==> src/rtl/pio_host_loader.sv <==
// Host-side initiator for the pio command interface: loads a program, configures and enables one
// state machine, then streams TX/RX words. `define PIO_LOADER_PRELOAD_EN adds the preload sequence.
module pio_host_loader #(
  parameter int unsigned GAP = 2
) (
  input  logic        clk,
  input  logic        reset,
  input  logic        start,
  input  logic        stop,
  input  logic [1:0]  machine,
  input  logic [5:0]  plen,
  input  logic [23:0] div,
  input  logic [31:0] pin_grps,
  input  logic [4:0]  sideset_bits,
`ifdef PIO_LOADER_PRELOAD_EN
  input  logic [31:0] preload,
`endif
  output logic [4:0]  prog_addr,
  input  logic [15:0] prog_data,
  output logic [3:0]  action,
  output logic [4:0]  index,
  output logic [1:0]  mindex,
  output logic [31:0] din,
  input  logic [31:0] dout,
  input  logic [3:0]  full,
  input  logic [3:0]  empty,
  input  logic        s_valid,
  input  logic [31:0] s_data,
  output logic        s_ready,
  output logic        m_valid,
  output logic [31:0] m_data,
  input  logic        m_ready,
  output logic        busy,
  output logic        done,
  output logic        err
);

  // Handshakes: a word moves when valid and ready are both high at a rising edge. s_ready may
  // depend on s_valid; m_valid/m_data stay stable until m_ready is sampled high.

  localparam logic [3:0] A_NONE  = 4'd0;
  localparam logic [3:0] A_INSTR = 4'd1;
  localparam logic [3:0] A_PEND  = 4'd2;
  localparam logic [3:0] A_PULL  = 4'd3;
  localparam logic [3:0] A_PUSH  = 4'd4;
  localparam logic [3:0] A_GRPS  = 4'd5;
  localparam logic [3:0] A_EN    = 4'd6;
  localparam logic [3:0] A_DIV   = 4'd7;
  localparam logic [3:0] A_SIDES = 4'd8;
  localparam logic [3:0] A_IMM   = 4'd9;
  localparam logic [2:0] GAP_C   = 3'(GAP);

  typedef enum logic [3:0] {
    S_IDLE, S_PRIME, S_LOAD, S_PEND, S_DIV, S_GRPS, S_SIDES,
    S_PRE_PUSH, S_PRE_IMM1, S_PRE_IMM2, S_EN, S_RUN
  } state_e;

  state_e      state_q, state_d;
  logic [5:0]  idx_q, idx_d;
  logic [2:0]  gap_q, gap_d;
  logic        stop_q, stop_d;
  logic        cap_q, cap_d;
  logic        err_q, err_d;
  logic [1:0]  machine_q, machine_d;
  logic [5:0]  plen_q, plen_d;
  logic [23:0] div_q, div_d;
  logic [31:0] grps_q, grps_d;
  logic [4:0]  sides_q, sides_d;
  logic        m_valid_q, m_valid_d;
  logic [31:0] m_data_q, m_data_d;
`ifdef PIO_LOADER_PRELOAD_EN
  logic [31:0] preload_q, preload_d;
`endif

  always_ff @(posedge clk) begin
    if (reset) begin
      state_q   <= S_IDLE;
      idx_q     <= '0;
      gap_q     <= '0;
      stop_q    <= 1'b0;
      cap_q     <= 1'b0;
      err_q     <= 1'b0;
      machine_q <= '0;
      plen_q    <= '0;
      div_q     <= '0;
      grps_q    <= '0;
      sides_q   <= '0;
      m_valid_q <= 1'b0;
      m_data_q  <= '0;
`ifdef PIO_LOADER_PRELOAD_EN
      preload_q <= '0;
`endif
    end else begin
      state_q   <= state_d;
      idx_q     <= idx_d;
      gap_q     <= gap_d;
      stop_q    <= stop_d;
      cap_q     <= cap_d;
      err_q     <= err_d;
      machine_q <= machine_d;
      plen_q    <= plen_d;
      div_q     <= div_d;
      grps_q    <= grps_d;
      sides_q   <= sides_d;
      m_valid_q <= m_valid_d;
      m_data_q  <= m_data_d;
`ifdef PIO_LOADER_PRELOAD_EN
      preload_q <= preload_d;
`endif
    end
  end

  always_comb begin
    state_d   = state_q;
    idx_d     = idx_q;
    gap_d     = gap_q;
    stop_d    = stop_q;
    cap_d     = 1'b0;
    err_d     = 1'b0;
    machine_d = machine_q;
    plen_d    = plen_q;
    div_d     = div_q;
    grps_d    = grps_q;
    sides_d   = sides_q;
`ifdef PIO_LOADER_PRELOAD_EN
    preload_d = preload_q;
`endif
    action    = A_NONE;
    index     = '0;
    din       = '0;
    prog_addr = '0;
    s_ready   = 1'b0;
    busy      = 1'b0;
    done      = 1'b0;

    // RX capture lands one cycle after the PULL, when the pio presents the popped word.
    m_valid_d = m_valid_q;
    m_data_d  = m_data_q;
    if (cap_q) begin
      m_valid_d = 1'b1;
      m_data_d  = dout;
    end else if (m_valid_q && m_ready) begin
      m_valid_d = 1'b0;
    end

    case (state_q)
      S_IDLE: begin
        if (start) begin
          if (plen == 6'd0 || plen > 6'd32) begin
            err_d = 1'b1;
          end else begin
            machine_d = machine;
            plen_d    = plen;
            div_d     = div;
            grps_d    = pin_grps;
            sides_d   = sideset_bits;
`ifdef PIO_LOADER_PRELOAD_EN
            preload_d = preload;
`endif
            state_d   = S_PRIME;
          end
        end
      end
      S_PRIME: begin
        busy    = 1'b1;
        idx_d   = '0;
        state_d = S_LOAD;
      end
      S_LOAD: begin
        busy      = 1'b1;
        action    = A_INSTR;
        index     = idx_q[4:0];
        din       = {16'h0, prog_data};
        prog_addr = idx_q[4:0] + 5'd1;
        if (idx_q == plen_q - 6'd1) state_d = S_PEND;
        else                        idx_d   = idx_q + 6'd1;
      end
      S_PEND: begin
        busy    = 1'b1;
        action  = A_PEND;
        din     = 32'(plen_q - 6'd1);
        state_d = S_DIV;
      end
      S_DIV: begin
        busy    = 1'b1;
        action  = A_DIV;
        din     = {8'h0, div_q};
        state_d = S_GRPS;
      end
      S_GRPS: begin
        busy    = 1'b1;
        action  = A_GRPS;
        din     = grps_q;
        state_d = S_SIDES;
      end
      S_SIDES: begin
        busy    = 1'b1;
        action  = A_SIDES;
        din     = {27'h0, sides_q};
`ifdef PIO_LOADER_PRELOAD_EN
        state_d = S_PRE_PUSH;
`else
        state_d = S_EN;
`endif
      end
`ifdef PIO_LOADER_PRELOAD_EN
      S_PRE_PUSH: begin
        busy = 1'b1;
        if (gap_q != 3'd0) gap_d = gap_q - 3'd1;
        else begin
          action  = A_PUSH;
          din     = preload_q;
          gap_d   = GAP_C;
          state_d = S_PRE_IMM1;
        end
      end
      S_PRE_IMM1: begin
        busy = 1'b1;
        if (gap_q != 3'd0) gap_d = gap_q - 3'd1;
        else begin
          action  = A_IMM;
          din     = 32'h0000_8080;
          gap_d   = GAP_C;
          state_d = S_PRE_IMM2;
        end
      end
      S_PRE_IMM2: begin
        busy = 1'b1;
        if (gap_q != 3'd0) gap_d = gap_q - 3'd1;
        else begin
          action  = A_IMM;
          din     = 32'h0000_A0C7;
          gap_d   = GAP_C;
          state_d = S_EN;
        end
      end
`endif
      S_EN: begin
        busy = 1'b1;
        if (gap_q != 3'd0) gap_d = gap_q - 3'd1;
        else begin
          action  = A_EN;
          din     = 32'(1) << machine_q;
          state_d = S_RUN;
        end
      end
      S_RUN: begin
        done = 1'b1;
        if (stop) stop_d = 1'b1;
        if (gap_q != 3'd0) begin
          gap_d = gap_q - 3'd1;
        end else if (stop_q && !cap_q) begin
          action  = A_EN;
          stop_d  = 1'b0;
          state_d = S_IDLE;
        end else if (!empty[machine_q] && !m_valid_q && !cap_q) begin
          action = A_PULL;
          cap_d  = 1'b1;
          gap_d  = GAP_C;
        end else if (s_valid && !full[machine_q]) begin
          action  = A_PUSH;
          din     = s_data;
          s_ready = 1'b1;
          gap_d   = GAP_C;
        end
      end
      default: state_d = S_IDLE;
    endcase
  end

  assign mindex  = machine_q;
  assign m_valid = m_valid_q;
  assign m_data  = m_data_q;
  assign err     = err_q;

endmodule

==> config.mk <==
export PLATFORM = sky130hd
export DESIGN_NAME = pio_host_loader
export DESIGN_NICKNAME = d
export VERILOG_FILES = /design/src/rtl/pio_host_loader.sv
export SDC_FILE = /design/constraint.sdc
export NUM_CORES = 1
export LEC_CHECK = 0
export ABC_AREA = 1
export CAP_MARGIN = 15
export CELL_PAD_IN_SITES_DETAIL_PLACEMENT = 0
export CELL_PAD_IN_SITES_GLOBAL_PLACEMENT = 2
export CORE_MARGIN = 4
export CORE_UTILIZATION = 22
export CTS_CLUSTER_SIZE = 28
export DETAILED_ROUTE_END_ITERATION = 7
export PLACE_DENSITY_LB_ADDON = 0.1
export SLEW_MARGIN = 10
export SYNTH_ARGS = -nofsm -noshare
export SYNTH_HDL_FRONTEND = slang
export SYNTH_SLANG_ARGS = --single-unit
==> constraint.sdc <==
create_clock -name clk -period 2.7 [get_ports clk]
set_input_delay 0.54 -clock clk [delete_from_list [all_inputs] [get_ports clk]]
set_output_delay 0.54 -clock clk [all_outputs]
set_load 0.03 [all_outputs]
After elaboration in Yosys (flattened, before gate mapping):

Index checks and enable logic that the tools add are counted.

* magnitude comparators: 2
* equality and inequality tests: 19
* shift-type cells: 1
* div/mod/pow operators: 0
* add/sub/neg operators: 5
* $mul: 0
* reduce and logical (&&, ||, !) cells: 23
* bitwise logic cells: 4
* mux-type cells: 47

Operators with widths (count)
* $pmux 32 s7: 1
* $mux 32: 5
* $pmux 4 s9: 1
* $shl 1x2->32 const A: 1
* $mux 3: 10
* $pmux 4 s7: 1
* $mux 4: 6
* $mux 1: 16
* $ne 2x2->1 const B: 8
* $eq 4x3->1 const B: 3
* $pmux 6 s2: 1
* $mux 5: 2
* $eq 4x2->1 const B: 2
* $eq 4x4->1 const B: 2
* $reduce_or 7->1: 1
* $sub 6x1->7 const B: 1
* $add 6x1->6 const B: 1
* $eq 6x6->1: 1
* $gt 6x6->1 const B: 1
* $logic_not 6->1: 1
* $mux 6: 1
* $pmux 3 s2: 1
* $reduce_and 6->1: 1
* $reduce_bool 2->1: 3
* other kinds (19): 30

* memories: 0
* register bits: 118
* latch bits: 0
* memory bits (writable): 0
* output and inout bits: 85
* input port bits: 163
* bits in read-only memories: 0
* logic and storage cells: 114

Depth between registers and ports, before layout:

Gate-level depths: netlist of run 1.

* depth in word-level cells: 9
* gate-level depth with buffers: 14
* gate-level depth less buffers: 14

Least setup slack after synthesis of run 1:

OpenSTA, ideal clock, no wires.

* path type: register -> output
* from: register gap_q[0]
* to: output din[10]
* required time: 2.160 ns
* cell stages (with the launch flop): 12
* arrival time: 1.971 ns
* setup slack: 0.189 ns
* buffers on the path: 1
* cell sequence: dfxtp_1 > inv_1 > ha_1 > inv_1 > nor2_1 > inv_1 > nor2_8 > inv_4 > nor4_4 > buf_6 > nand2_1 > nand3_1

* word-level cells in the longest chain between the ends: 3
* elaborated cells between the ends (all ways): 4
* classes of those cells: 3 x mux; 1 x reduce/logical

RTL lines
* start, declared: line 60 `logic [2:0] gap_q, gap_d;`
* start signal, assigned: line 96 `gap_q <= gap_d;`
* $reduce_bool 3->1 (*): line 240, 250
* $mux 32, on equally long branches: line 250, 240
* $pmux 32 s7 (*): line 146 `case (state_q)`
* end, declared: line 23 `output logic [31:0] din,`

Every way passes the cells marked *; elsewhere a longest branch is shown, timed or not.

Worst setup path after layout of run 1:

* from: register machine_q[1], in the netlist mindex[1]
* to: output din[5]

* word-level cells in the longest chain between the ends: 9
* elaborated cells between the ends (all ways): 16
* classes of those cells: 1 x shift; 10 x mux; 5 x reduce/logical

RTL lines
* start, declared: line 64 `logic [1:0] machine_q, machine_d;`
* start signal, assigned: line 100 `machine_q <= machine_d;`
* $bmux 1 s2, on equally long branches: line 260, 256
* $mux 1, on equally long branches: line 260, 256
* $logic_not 1->1, on equally long branches: line 260, 256
* $logic_and 1x1->1, on equally long branches: line 260, 256
* $mux 32 or $logic_and 1x1->1 (tied branches): line 260, 256
* $mux 32: line 256 `end else if (!empty[machine_q] && !m_valid_q && !cap_q) begin`
* $mux 32: line 252 `end else if (stop_q && !cap_q) begin`
* $mux 32: line 250 `if (gap_q != 3'd0) begin`
* $pmux 32 s7 (*): line 146

Every way passes the cells marked *; elsewhere a longest branch is shown, timed or not. The select of a mux whose other input is x is not followed.

==> results.toml, run 1 <==
[min_path]
hold_class = "flop to flop"
min_from = "div_q[20]$_SDFFE_PP0P_"
min_to = "div_q[20]$_SDFFE_PP0P_"
hold_depth = 2

[power_and_ir_drop]
internal_power_w = 0.004562
total_power_w = 0.006838
pwr-share-seq_pct = 30.6
power_leakage_nw = 4.531
clkPwrFrac_pct = 36.4
p_sw_share_pct = 33.28
ir_drop_uv = 353.5
comb_power_share_pct = 33.0
p_per_area_nw_per_um2 = 664.5
p_sw_w = 0.002276

[worst_setup_path]
rr_startpoint = "plen_q[0]$_SDFFE_PP0P_"
reg2reg_depth = 14
crit_required_ns = 2.16
arrival_ns = 2.18
startpoint_type = "flop"
rrSetupSlack_ns = 0.70
critical_path_peak_fanout = 8
end_kind = "output pin"
r2r_end = "idx_q[4]$_SDFFE_PP0P_"
critPathKind = "flop to output pin"

[sta]
relSlewSlack_pct = 61.08
fin_crit_ns = 2.716
fin_setup_tns_ns = -0.01876
finalSetupViolations = 2
skew_ns = 0.01443
setup_slack_ns = -0.01648
hold_slack_ns = 0.4431
drv_slew = 0
finalHoldViolCount = 0
rsz0062_at_grt = "yes"
worst_slew_pin_slew_ns = 0.5794
timing.final.crit_share_pct = 100.6
max_freq_mhz = 368.1

[route]
remaining_drc_errors = 0
via_count = 6352
drtPass1Iterations = 5
vias_per_cell = 4.381
wl_um = 23920
wl_per_cell_um = 16.50
drtIter0Drc = 327
drtAntennaViolNets = 0

[logic_synthesis]
syn_inst = 834
yosys.area.top_type = "dfxtp_1"
syn-cell-area_um2 = 5697
ys_ff_latch = 118
synth_cell_types = 33
synthDominantCellAreaShare_pct = 41.47
avgSynthCellArea_um2 = 6.831
syn-num-nets = 1001
yosysSeqAreaShare_pct = 41.47
synth_warnings = 0
ys_top_cells_by_area = "dfxtp_1 41%, o21ai_0 9.7%, a21oi_1 9.0%, nand2_1 7.9%, inv_1 7.4%"

[cts]
clkLatencyLatePin_ns = 0.42
cts_buffers = 17
clk_pin_slew_ns = 0.06
root_buffer = "clkbuf_16"
cts_tree = "built"
clockBufferDepth = 2
cts_sinks = 118
htreeDepth = 4

[final_layout]
syn_to_final_growth_pct = 80.63
fillers = 2659
mostFrequentLayoutCell = "clkdlybuf4s50_1"
drive_above_1_share_pct = 23.43
stdcell_count = 1450
final_nets = 1272
mostFrequentLayoutCells = "193 x clkdlybuf4s50_1, 110 x dfxtp_1, 109 x o21ai_0"

[placed_design]
dp_cells = 1394
dp_hpwl_um = 17160
io_buffers = 247
place.gp.congestion = 0.7603

[status]
failed_checks = "negative setup slack"
status = "complete, but fails checks"

[global_route]
grt_pass1_vias = 6523
grt-ovfl-total = 0
grt_max_degree = 63
track_usage_pct = 16.45
antenna_found_initial = 1
grt_pass1_wl_um = 36640

[die]
start_util_pct = 22.49
die_h_um = 168.9
dieArea_um2 = 28530
die_w_um = 168.9
core_area_um2 = 25330
row_count = 58
ioPinCount = 248

[run]
drv_cap = 0
==> through the flow <==
stage	setup slack (ns)	utilization, %	instance area [um2]
final	-0.01648	40.63	10290
after global routing	-0.1417	40.61	10280
after CTS	-0.1578	39.43	9986
after detailed placement	-0.08274	34.39	8711
after global placement	-0.07081	34.39	8711
after floorplan	0.1890	-	5697
==> critical path, cell delays in order (launching register included) <==
cell     delay, ns
dfxtp_4       0.37
buf_6         0.13
nand3_2       0.06
nand3_2       0.08
nor3_4        0.28
nor4_4        0.08
buf_6         0.13
buf_8         0.13
buf_16        0.16
a21o_2        0.19
buf_6         0.13
==> worst max path at each step <==
stage                                       start  slack, ns  endpoint
final                      mindex[1]$_SDFFE_PP0P_      -0.02    din[5]
after global routing       mindex[0]$_SDFFE_PP0P_      -0.14   din[17]
after detailed placement                 empty[0]      -0.08    din[2]
after CTS                 state_q[3]$_SDFFE_PP0P_      -0.16    din[2]
after floorplan             gap_q[0]$_SDFFE_PP0P_       0.19   din[10]
after global placement                   empty[0]      -0.07    din[2]
==> layer usage <==
| layer | up-vias | track usage, % | part of all wire [%] | wire length (um) |
|---|---|---|---|---|
| met5 | - | 0 | 0 | 0 |
| met4 | 0 | 4.234 | 0.79 | 188 |
| met3 | 12 | 5.885 | 7.5 | 1803 |
| met2 | 161 | 28.45 | 50 | 11850 |
| met1 | 2916 | 19.38 | 42 | 10080 |
| li1 | 3263 | - | - | - |
==> final cells by class <==
cell class / instances / area [um2] / share of cell area (%)
Inverter: 115 / 436.7 / 4.244
Timing Repair Buffer: 302 / 3198 / 31.08
Clock buffer: 19 / 442.9 / 4.304
Antenna cell: 2 / 5.005 / 0.04864
Multi-Input combinational cell: 551 / 3222 / 31.31
Tap cell: 330 / 412.9 / 4.013
Sequential cell: 118 / 2377 / 23.10
Clock inverter: 13 / 195.2 / 1.897
==> registers in the layout, indices dropped and copies added (netlist names), 2 cells and up <==
name,count
plen_q,6
state_q,4
mindex,2
gap_q,3
div_q,24
m_data,32
idx_q,6
grps_q,32
sides_q,5
==> kinds of logic after synthesis <==
| logic type | Yosys count | share of synthesized area (%) |
|---|---|---|
| AO/OA/AOI/OAI | 237 | 22.14 |
| adder cells (fa/ha/maj) | 4 | 0.8786 |
| XOR/XNOR | 2 | 0.3075 |
| flip-flops | 118 | 41.47 |
| buffers and inverters | 165 | 11.66 |
| AND/OR/NAND/NOR | 308 | 23.54 |
==> timing repair <==
action                                 in CTS  in global routing
endpoints found under the hold margin       0                  0
gates cloned                                4                  0
gates resized for setup                   114                 76
buffers inserted                           19                  2
hold buffers                                0                  0
setup endpoints to repair                  45                 39
pin swaps                                  12                 12
==> Yosys cell counts (all sizes together) <==
cell type / n
nand2: 139
dfxtp: 118
inv: 114
o21ai: 110
nor2: 107
a21oi: 103
nand3: 51
clkbuf: 40
a221oi: 11
buf: 10
nor3: 5
o2111ai: 5
ha: 4
nand4: 3
nor4: 3
o22ai: 3
a211oi: 2
a31oi: 2
a21o: 1
clkinv: 1
xnor2: 1
xor2: 1
==> power groups by stage <==
stage | sequential [W] | clock [W] | combinational [W]
floorplan | 0.00210 | 0 | 0.00104
CTS | 0.00209 | 0.00256 | 0.00219
global route | 0.00212 | 0.00263 | 0.00245
detailed placement | 0.00212 | 0 | 0.00202
global placement | 0.00211 | 0 | 0.00202
finish | 0.00209 | 0.00249 | 0.00225
Power figures use the tool's default switching activity.
==> inputs of run 2 (changes only) <==
- PLACE_DENSITY: not set -> 0.86
- PLACE_DENSITY_LB_ADDON: 0.1 -> not set
- SLEW_MARGIN: 10 -> 20
- TNS_END_PERCENT: not set -> 20
==> run 2 against run 1 <==
  * The flow still finishes with violations (negative setup slack)
  * Global-route usage shrank 0.24 points
  * Cell count shrank 0.48%
  * First-iteration DRC count shrank 22%
  * Critical path depth is the same
  * Total power shrank 4.0%
  * Register-to-register slack about the same
  * Hold slack about the same
  * Clock skew increased by 0.0039 ns
  * Combinational power down 4%
  * Cell area is 2.9% lower
  * Fmax decreased by 1.5%
  * Critical path type is now input port to output pin
  * Largest power group unchanged
  * Highest routed layer is now met5
==> results.toml, run 2 (synthesis gave the netlist of run 1 again) <==
[status]
status = "complete, but fails checks"
failed_checks = "negative setup slack"

[cts]
postCtsHoldBufs = 0
clkLatencyLatePin_ns = 0.42
clk_pin_slew_ns = 0.06
clockBufferDepth = 2
cts_tree = "built"
cts_buffers = 17
root_buffer = "clkbuf_16"
htreeDepth = 4
cts_sinks = 118

[placed_design]
io_buffers = 247
place.gp.congestion = 0.7912
dp_hpwl_um = 16870
post-place-ws_ns = -0.08917

[power_and_ir_drop]
p_per_area_nw_per_um2 = 656.6
ir_drop_uv = 551.0
power_leakage_nw = 4.250

[final_layout]
syn_to_final_growth_pct = 75.42
final_nets = 1267
drive_above_1_share_pct = 19.96
mostFrequentLayoutCell = "clkdlybuf4s50_1"
mostFrequentLayoutCells = "196 x clkdlybuf4s50_1, 111 x dfxtp_1, 109 x o21ai_0"
final_core_util_pct = 39.46
fillers = 2667

[global_route]
grt-ovfl-total = 0
track_usage_pct = 16.21
busiest_layer = "met2"
grt_pass1_vias = 6446
grt_max_degree = 139
grt_use_met3_pct = 4.904
grt_util_met1_pct = 19.57
antenna_found_initial = 3
globalRouteMet2Util_pct = 26.76
grt_pass1_wl_um = 36090

[run]
drv_cap = 0

[route]
via_count = 6450
remaining_drc_errors = 0
wl_per_cell_um = 16.47
vias_per_cell = 4.470
drtAntennaViolNets = 0
wl_um = 23770
drtIter0Drc = 255
drtPass1Iterations = 4

[worst_setup_path]
cpMaxStageDelayCell = "clkdlybuf4s50_1"
crit_required_ns = 2.16
critical_path_peak_fanout = 8
arrival_ns = 2.22
cp_slowest_stage_delay_ns = 0.47
crit_chain = "clkdlybuf4s50_1, nand3_1, nand3_2, nor3_4, nor4_4, buf_6, buf_16, nand2_4, nand3_2, buf_6"
startpoint_type = "input port"
worst-path-buf-inv = 4
critPathKind = "input port to output pin"
crit_family = "buffers and inverters"
end_kind = "output pin"

[sta]
fin_setup_tns_ns = -0.8267
rsz0062_at_grt = "yes"
timing.final.crit_share_pct = 102.1
setup_slack_ns = -0.05795
max_freq_mhz = 362.6
drv_slew = 0
finalSetupViolations = 29
fin_crit_ns = 2.758
skew_ns = 0.01836
relSlewSlack_pct = 62.21
finalHoldViolCount = 0
worst_slew_pin_slew_ns = 0.5669

[die]
dieArea_um2 = 28530
die_w_um = 168.9
row_count = 58
core_area_um2 = 25330
start_util_pct = 22.49
ioPinCount = 248
die_h_um = 168.9

[min_path]
hold_class = "flop to flop"
-- run 2: final timing paths --
check,cells after the start,from,endpoint,slack [ns]
setup / recovery,10,empty[2],din[17],-0.06
hold / removal,2,grps_q[3]$_SDFFE_PP0P_,grps_q[3]$_SDFFE_PP0P_,0.44
setup reg to reg,15,plen_q[0]$_SDFFE_PP0P_,idx_q[5]$_SDFFE_PP0P_,0.70
hold reg to reg,2,grps_q[3]$_SDFFE_PP0P_,grps_q[3]$_SDFFE_PP0P_,0.44
-- run 2: routing by layer --
metal / routed length, um / part of all wire [%]
met1: 9972 / 42
met2: 11570 / 49
met3: 1384 / 5.8
met4: 820 / 3.5
met5: 22 / 0.093
-- run 2: repair_timing --
item / CTS / global route
hold endpoints to repair: 0 / 0
setup buffers: 16 / 0
gates cloned: 3 / 1
gates resized for setup: 80 / 55
pin swaps: 6 / 6
endpoints found under the setup margin: 42 / 38
-- run 2: layout make-up --
| class | count | area, um2 | share of cell area (%) |
|---|---|---|---|
| clock inverters | 12 | 155.1 | 1.553 |
| diodes | 1 | 2.502 | 0.02504 |
| well taps | 330 | 412.9 | 4.132 |
| flip-flops and latches | 118 | 2379 | 23.80 |
| repair buffers | 297 | 3152 | 31.54 |
| multi-input cells | 551 | 3022 | 30.24 |
| inverters | 115 | 437.9 | 4.382 |
| clock buffers | 19 | 432.9 | 4.332 |
-- run 2: through the flow --
| step | hold slack (ns) | cell area [um2] | power, W | std cells |
|---|---|---|---|---|
| 2_1_floorplan | 0.4236 | 5697 | 0.003138 | 834 |
| 3_3_place_gp | 0.4314 | 8721 | 0.004086 | 1393 |
| 3_5_place_dp | 0.4364 | 8721 | 0.004093 | 1393 |
| 4_1_cts | 0.4467 | 9774 | 0.006559 | 1442 |
| 5_1_grt | 0.4562 | 9993 | 0.006928 | 1443 |
| 6_report | 0.4436 | 9993 | 0.006562 | 1443 |
-- run 2: worst reg2reg max path, cell delays in order (launching register included) --
cell and delay, ns:
dfxtp_1 0.33, inv_1 0.06, ha_1 0.22, buf_4 0.16, inv_1 0.06, nand2_1 0.07, nand3_1 0.07, nand2_1 0.05
nor2_1 0.09, nand2_1 0.06, nor2_1 0.10, nand2_1 0.06, nand2_1 0.17, nand2_1 0.20, nand2_1 0.11, a21oi_1 0.06
-- run 2: where the power goes --
part | switching [W] | internal [W]
Combinational | 0.00120 | 0.000969
Sequential | 0.000130 | 0.00196
Clock | 0.000859 | 0.00145
Total | 0.00219 | 0.00437
